File: src/rtl/serial_pkg.sv
// serial_pkg: definitions shared by the serial transmitter, its matching
// receiver and the bench scoreboard.
//   ST_IDLE..ST_STOP : 3-bit frame state encodings
//   state_e          : enum view of those encodings, used for the FSM register
//   FRAME_BITS()     : serial bits per frame (start + data + parity + stop)
package serial_pkg;

    localparam logic [2:0] ST_IDLE   = 3'd0;
    localparam logic [2:0] ST_START  = 3'd1;
    localparam logic [2:0] ST_DATA   = 3'd2;
    localparam logic [2:0] ST_PARITY = 3'd3;
    localparam logic [2:0] ST_STOP   = 3'd4;

    typedef enum logic [2:0] {
        S_IDLE   = ST_IDLE,
        S_START  = ST_START,
        S_DATA   = ST_DATA,
        S_PARITY = ST_PARITY,
        S_STOP   = ST_STOP
    } state_e;

    // Number of bit periods in one frame; busy spans FRAME_BITS*CLKS_PER_BIT cycles.
    function automatic int FRAME_BITS(input int n, input int parity_en);
        return n + 2 + ((parity_en != 0) ? 1 : 0);
    endfunction

endpackage

File: src/rtl/serial_bit_timer.sv
// serial_bit_timer: divides clk into serial bit periods.
//   clk, rst_l : clock, asynchronous active-low reset
//   clear      : restart the period from cycle 0 (asserted on frame acceptance)
//   bit_end    : high on the last clk cycle of each bit period
// With CLKS_PER_BIT=1 the counter sits at 0 and bit_end is always high.
module serial_bit_timer #(
    parameter int CLKS_PER_BIT = 4
) (
    input  logic clk,
    input  logic rst_l,
    input  logic clear,
    output logic bit_end
);

    localparam int CW = (CLKS_PER_BIT > 1) ? $clog2(CLKS_PER_BIT) : 1;
    localparam logic [CW-1:0] LAST = CW'(CLKS_PER_BIT - 1);

    logic [CW-1:0] cnt_q, cnt_d;

    assign bit_end = (cnt_q == LAST);

    always_comb begin
        cnt_d = cnt_q + CW'(1);
        if (clear || bit_end) begin
            cnt_d = '0;
        end
    end

    always_ff @(posedge clk or negedge rst_l) begin
        if (!rst_l) begin
            cnt_q <= '0;
        end else begin
            cnt_q <= cnt_d;
        end
    end

endmodule

File: src/rtl/serial_tx.sv
// serial_tx: parallel-to-serial transmitter.
//   clk, rst_l : clock, asynchronous active-low reset
//   send       : producer request; pdata valid while high (sampled only in IDLE)
//   pdata[N]   : word to transmit, captured on acceptance
//   busy       : high for the whole frame, from the cycle after acceptance
//   sdata      : serial line, idles high; start, N data LSB-first, [even parity], stop
//   done       : one-cycle pulse after the last stop cycle
// All outputs come straight from flops; sdata_q is loaded with the value of the
// next bit on the same edge that changes state, so line and state stay aligned.
module serial_tx
    import serial_pkg::*;
#(
    parameter int N            = 8,
    parameter int CLKS_PER_BIT = 4,
    parameter int PARITY_EN    = 1
) (
    input  logic         clk,
    input  logic         rst_l,
    input  logic         send,
    input  logic [N-1:0] pdata,
    output logic         busy,
    output logic         sdata,
    output logic         done
);

    localparam int IW = (N > 1) ? $clog2(N) : 1;
    localparam logic [IW-1:0] LAST_IDX = IW'(N - 1);

    state_e        state_q, state_d;
    logic [N-1:0]  shift_q, shift_d;
    logic [IW-1:0] bit_idx_q, bit_idx_d;
    logic          parity_q, parity_d;
    logic          busy_q, busy_d;
    logic          sdata_q, sdata_d;
    logic          done_q, done_d;

    logic          accept;
    logic          bit_end;
    logic [N-1:0]  shift_nxt;

    assign accept    = (state_q == S_IDLE) && send;
    assign shift_nxt = shift_q >> 1;

    serial_bit_timer #(
        .CLKS_PER_BIT(CLKS_PER_BIT)
    ) u_timer (
        .clk     (clk),
        .rst_l   (rst_l),
        .clear   (accept),
        .bit_end (bit_end)
    );

    always_comb begin
        state_d   = state_q;
        shift_d   = shift_q;
        bit_idx_d = bit_idx_q;
        parity_d  = parity_q;
        busy_d    = busy_q;
        sdata_d   = sdata_q;
        done_d    = 1'b0;
        unique case (state_q)
            S_IDLE: begin
                if (send) begin
                    shift_d   = pdata;
                    parity_d  = ^pdata;
                    bit_idx_d = '0;
                    busy_d    = 1'b1;
                    sdata_d   = 1'b0;
                    state_d   = S_START;
                end
            end
            S_START: begin
                if (bit_end) begin
                    sdata_d   = shift_q[0];
                    bit_idx_d = '0;
                    state_d   = S_DATA;
                end
            end
            S_DATA: begin
                if (bit_end) begin
                    shift_d = shift_nxt;
                    if (bit_idx_q == LAST_IDX) begin
                        if (PARITY_EN != 0) begin
                            sdata_d = parity_q;
                            state_d = S_PARITY;
                        end else begin
                            sdata_d = 1'b1;
                            state_d = S_STOP;
                        end
                    end else begin
                        bit_idx_d = bit_idx_q + IW'(1);
                        sdata_d   = shift_nxt[0];
                    end
                end
            end
            S_PARITY: begin
                if (bit_end) begin
                    sdata_d = 1'b1;
                    state_d = S_STOP;
                end
            end
            S_STOP: begin
                if (bit_end) begin
                    busy_d  = 1'b0;
                    done_d  = 1'b1;
                    sdata_d = 1'b1;
                    state_d = S_IDLE;
                end
            end
            default: begin
                busy_d  = 1'b0;
                sdata_d = 1'b1;
                state_d = S_IDLE;
            end
        endcase
    end

    always_ff @(posedge clk or negedge rst_l) begin
        if (!rst_l) begin
            state_q   <= S_IDLE;
            shift_q   <= '0;
            bit_idx_q <= '0;
            parity_q  <= 1'b0;
            busy_q    <= 1'b0;
            sdata_q   <= 1'b1;
            done_q    <= 1'b0;
        end else begin
            state_q   <= state_d;
            shift_q   <= shift_d;
            bit_idx_q <= bit_idx_d;
            parity_q  <= parity_d;
            busy_q    <= busy_d;
            sdata_q   <= sdata_d;
            done_q    <= done_d;
        end
    end

    assign busy  = busy_q;
    assign sdata = sdata_q;
    assign done  = done_q;

endmodule

File: config.mk
export PLATFORM = sky130hd
export DESIGN_NAME = serial_tx
export DESIGN_NICKNAME = d
export VERILOG_FILES = /design/src/rtl/serial_pkg.sv /design/src/rtl/serial_bit_timer.sv /design/src/rtl/serial_tx.sv
export SDC_FILE = /design/constraint.sdc
export NUM_CORES = 1
export LEC_CHECK = 0
export ABC_AREA = 1
export CORE_MARGIN = 10
export CORE_UTILIZATION = 45
export DETAILED_ROUTE_END_ITERATION = 8
export PLACE_DENSITY = 0.69
export SYNTH_ARGS = -nofsm -noshare
export SYNTH_HDL_FRONTEND = slang
export SYNTH_SLANG_ARGS = --single-unit
File: constraint.sdc
create_clock -name clk -period 1.7 [get_ports clk]
set_input_delay 0.34 -clock clk [delete_from_list [all_inputs] [get_ports clk]]
set_output_delay 0.34 -clock clk [all_outputs]
set_load 0.05 [all_outputs]
==> results.txt <==
Status -> finished clean
Die area -> 0.00550 mm^2
Buffers on Ports -> 13
Die Span Y -> 74.1 um
FMAX -> 668 MHz
Post-route ant nets -> 0
Fraction of layout cells with a size suffix above 1 -> 21.4%
Final hold violations -> 0
Min-delay worst type -> input pin to asynchronous set/reset pin
Synthesized area per cell -> 7.71 um^2
Htree depth -> 1
Layout area overhead -> 14.1%
Pre-antenna DRT Iters -> 4
Main synth FF type -> dfrtp_1
FF-to-FF setup slack -> 200 ps
Setup violators final -> 0
Core ar. -> 0.00278 mm^2
Reg2reg start -> state_q[0]
GRT overflow -> 0
Worst vdd rail ir drop -> 1.19 mV
Starting Density -> 47.4%
RSZ-0062 raised after global routing -> no
Final worst setup slack -> 204 ps
DPL Wire Length -> 1950 um
Post-synth EDFFs -> 0
Slowest stage delay, CP -> 460 ps
Die X -> 74.1 um
Vias in the first global route -> 1054
GRT Overall Usage -> 9.78%
# DRC -> 0
Critical Path RT -> 1940 ps
Worst-Margin Slew -> 511 ps
Vias -> 1068
Worst slack, placed -> 78.2 ps
Global placement routability congestion -> 0.763
Post-synthesis sequential area ratio -> 38.0%
PD cells -> 1740 mW/mm^2
Clock Sinks -> 20
WP data arrival -> 1730 ps
Global-route wire length before repair -> 4410 um
Asr flop ratio synth -> 100%
Max clock buf depth -> 2
Worst r2r path cells -> 5
Fillers -> 270
Tcrit/Tclk final -> 88.0%
Avg WL per Cell -> 11.2 um
Skew-Pair Late Insertion Delay -> 300 ps
Reg2reg end -> shift_q[5]
Critical path endpoint category -> flip-flop
# rows -> 19
Total Power -> 2.62 mW
Syn_nets -> 185
CP startpoint kind -> flip-flop
Nets@finish -> 202
Postcts setup bufs -> 0
Netlist cell types -> 27
Vias per cell -> 4.90
Post-synthesis cell count -> 171
CTS clk-pin slew, worst paths -> 120 ps
Final slew viol count -> 0
Mapped Area -> 0.00132 mm^2
CTS tree -> built
Total CTS buffers -> 3
Drt total wl -> 2440 um
Critical path class -> flip-flop to flip-flop
Max_slew headroom -> 65.8%
Hold buffer count at cts -> 0
CTS root buffer -> clkbuf_4
Critical-path cell list -> nor2_4 > nand2_4 > o21ai_4 > nand2_1 > o21ai_2
Setup_tns -> 0 ps
Initial DRC count -> 34
Max cap viols -> 0
YS warnings -> 0
LEAKAGE -> 0.828 nW
Largest net degree at the start of global routing -> 21
Num ports -> 14
Worst Skew -> 5.86 ps
Final Critical Period -> 1500 ps
CTS resizes -> 0
ANT cells -> 0
Crit-path slowest cell -> o21ai_4
Initial antenna violation count -> 0
Worst-path maximum fanout -> 18
Flops & latches, synth -> 20
-- flip-flops by register name, indices dropped and copies added (netlist names) --
register	flops
shift_q	8
done	1
state_q	3
busy	1
parity_q	1
bit_idx_q	3
sdata	1
u_timer.cnt_q	2
-- layer usage --
layer  track usage [%]  up-vias  routed length [um]
met5                 0        -                   0
met4              2.48        0                  29
met3              2.93        4                  99
met2              17.5       15                1210
met1              11.0      487                1090
li1                  -      562                   -
-- synthesized netlist by cell type (2+ instances only) --
| cell | instances | area share, % |
|---|---|---|
| nand2_1 | 64 | 18 |
| inv_1 | 22 | 6.3 |
| dfrtp_1 | 19 | 36 |
| o21ai_2 | 9 | 6.0 |
| nor2_1 | 7 | 2.0 |
| nand3_1 | 6 | 2.3 |
| inv_2 | 5 | 1.4 |
| o21ai_0 | 5 | 1.9 |
| nand2_2 | 4 | 1.9 |
| nor3_1 | 4 | 1.5 |
| ha_1 | 3 | 2.8 |
| nand2_4 | 3 | 2.6 |
| o21ai_1 | 3 | 1.1 |
| nand3_2 | 2 | 1.5 |
| nor2_4 | 2 | 1.7 |
| or2_1 | 2 | 0.95 |
-- area by class of cell --
| type | count | area, um^2 | area share, % |
|---|---|---|---|
| inverter | 27 | 101 | 6.73 |
| tap | 31 | 38.8 | 2.58 |
| timing repair buffer | 15 | 150 | 9.98 |
| clock buffer | 4 | 36.3 | 2.41 |
| multi-input combinational | 121 | 677 | 45.0 |
| sequential | 20 | 502 | 33.3 |
-- worst max path at each step --
| stage | from | end | cells past startpoint |
|---|---|---|---|
| floorplan | bit_idx_q[0] | state_q[0] | 7 |
| global placement | send | bit_idx_q[1] | 8 |
| detailed placement | send | bit_idx_q[1] | 8 |
| CTS | state_q[0] | shift_q[5] | 5 |
| global route | state_q[0] | shift_q[4] | 5 |
| finish | state_q[0] | shift_q[5] | 5 |
-- report_power, final --
part / internal (mW) / switching [mW]
registers: 0.695 / 0.130
logic: 0.569 / 0.950
clock network: 0.131 / 0.148
total: 1.40 / 1.23
-- cell families after synthesis --
group | share of synthesized area [%]
adder cells (fa/ha/maj) | 2.85
AND/OR/NAND/NOR | 36.2
AO/OA/AOI/OAI | 11.6
buffers and inverters | 10.6
flip-flops | 38.0
XOR/XNOR | 0.664
-- per-stage QoR --
step	cells	area, um^2	hold slack, ps	utilization (%)
final	218	1510	365	54.1
after CTS	218	1510	366	54.1
after global routing	218	1510	370	54.1
after detailed placement	214	1470	437	52.8
after floorplan	171	1320	44.4	-
after global placement	214	1470	428	52.8
-- worst max-delay path: cells and delay by family (launching register included) --
| kind | cells | cell delay [ps] |
|---|---|---|
| flops | 1 | 450 |
| compound gates | 2 | 540 |
| simple gates | 3 | 430 |
-- placed cells by master, fill, tap and decap left out --
cell type and instances:
clkbuf_8 1, o21ai_0 5, o22ai_2 1, nand2_1 64, nand3_2 2, dfstp_2 1, or2_1 2, nor3_1 4
nand2_4 3, inv_2 5, and3_2 1, nand2_2 4, a21oi_1 1, clkbuf_4 3, buf_4 4, inv_1 22
dfrtp_1 19, nand3_1 6, clkdlybuf4s50_1 10, nor2_8 1, buf_12 1, ha_1 3, xnor2_1 1, nor2_4 2
o21ai_2 9, nor2_1 7, nand2_8 1, o21ai_4 1, o21ai_1 3
No activity file was read; power rests on OpenSTA's default activity.
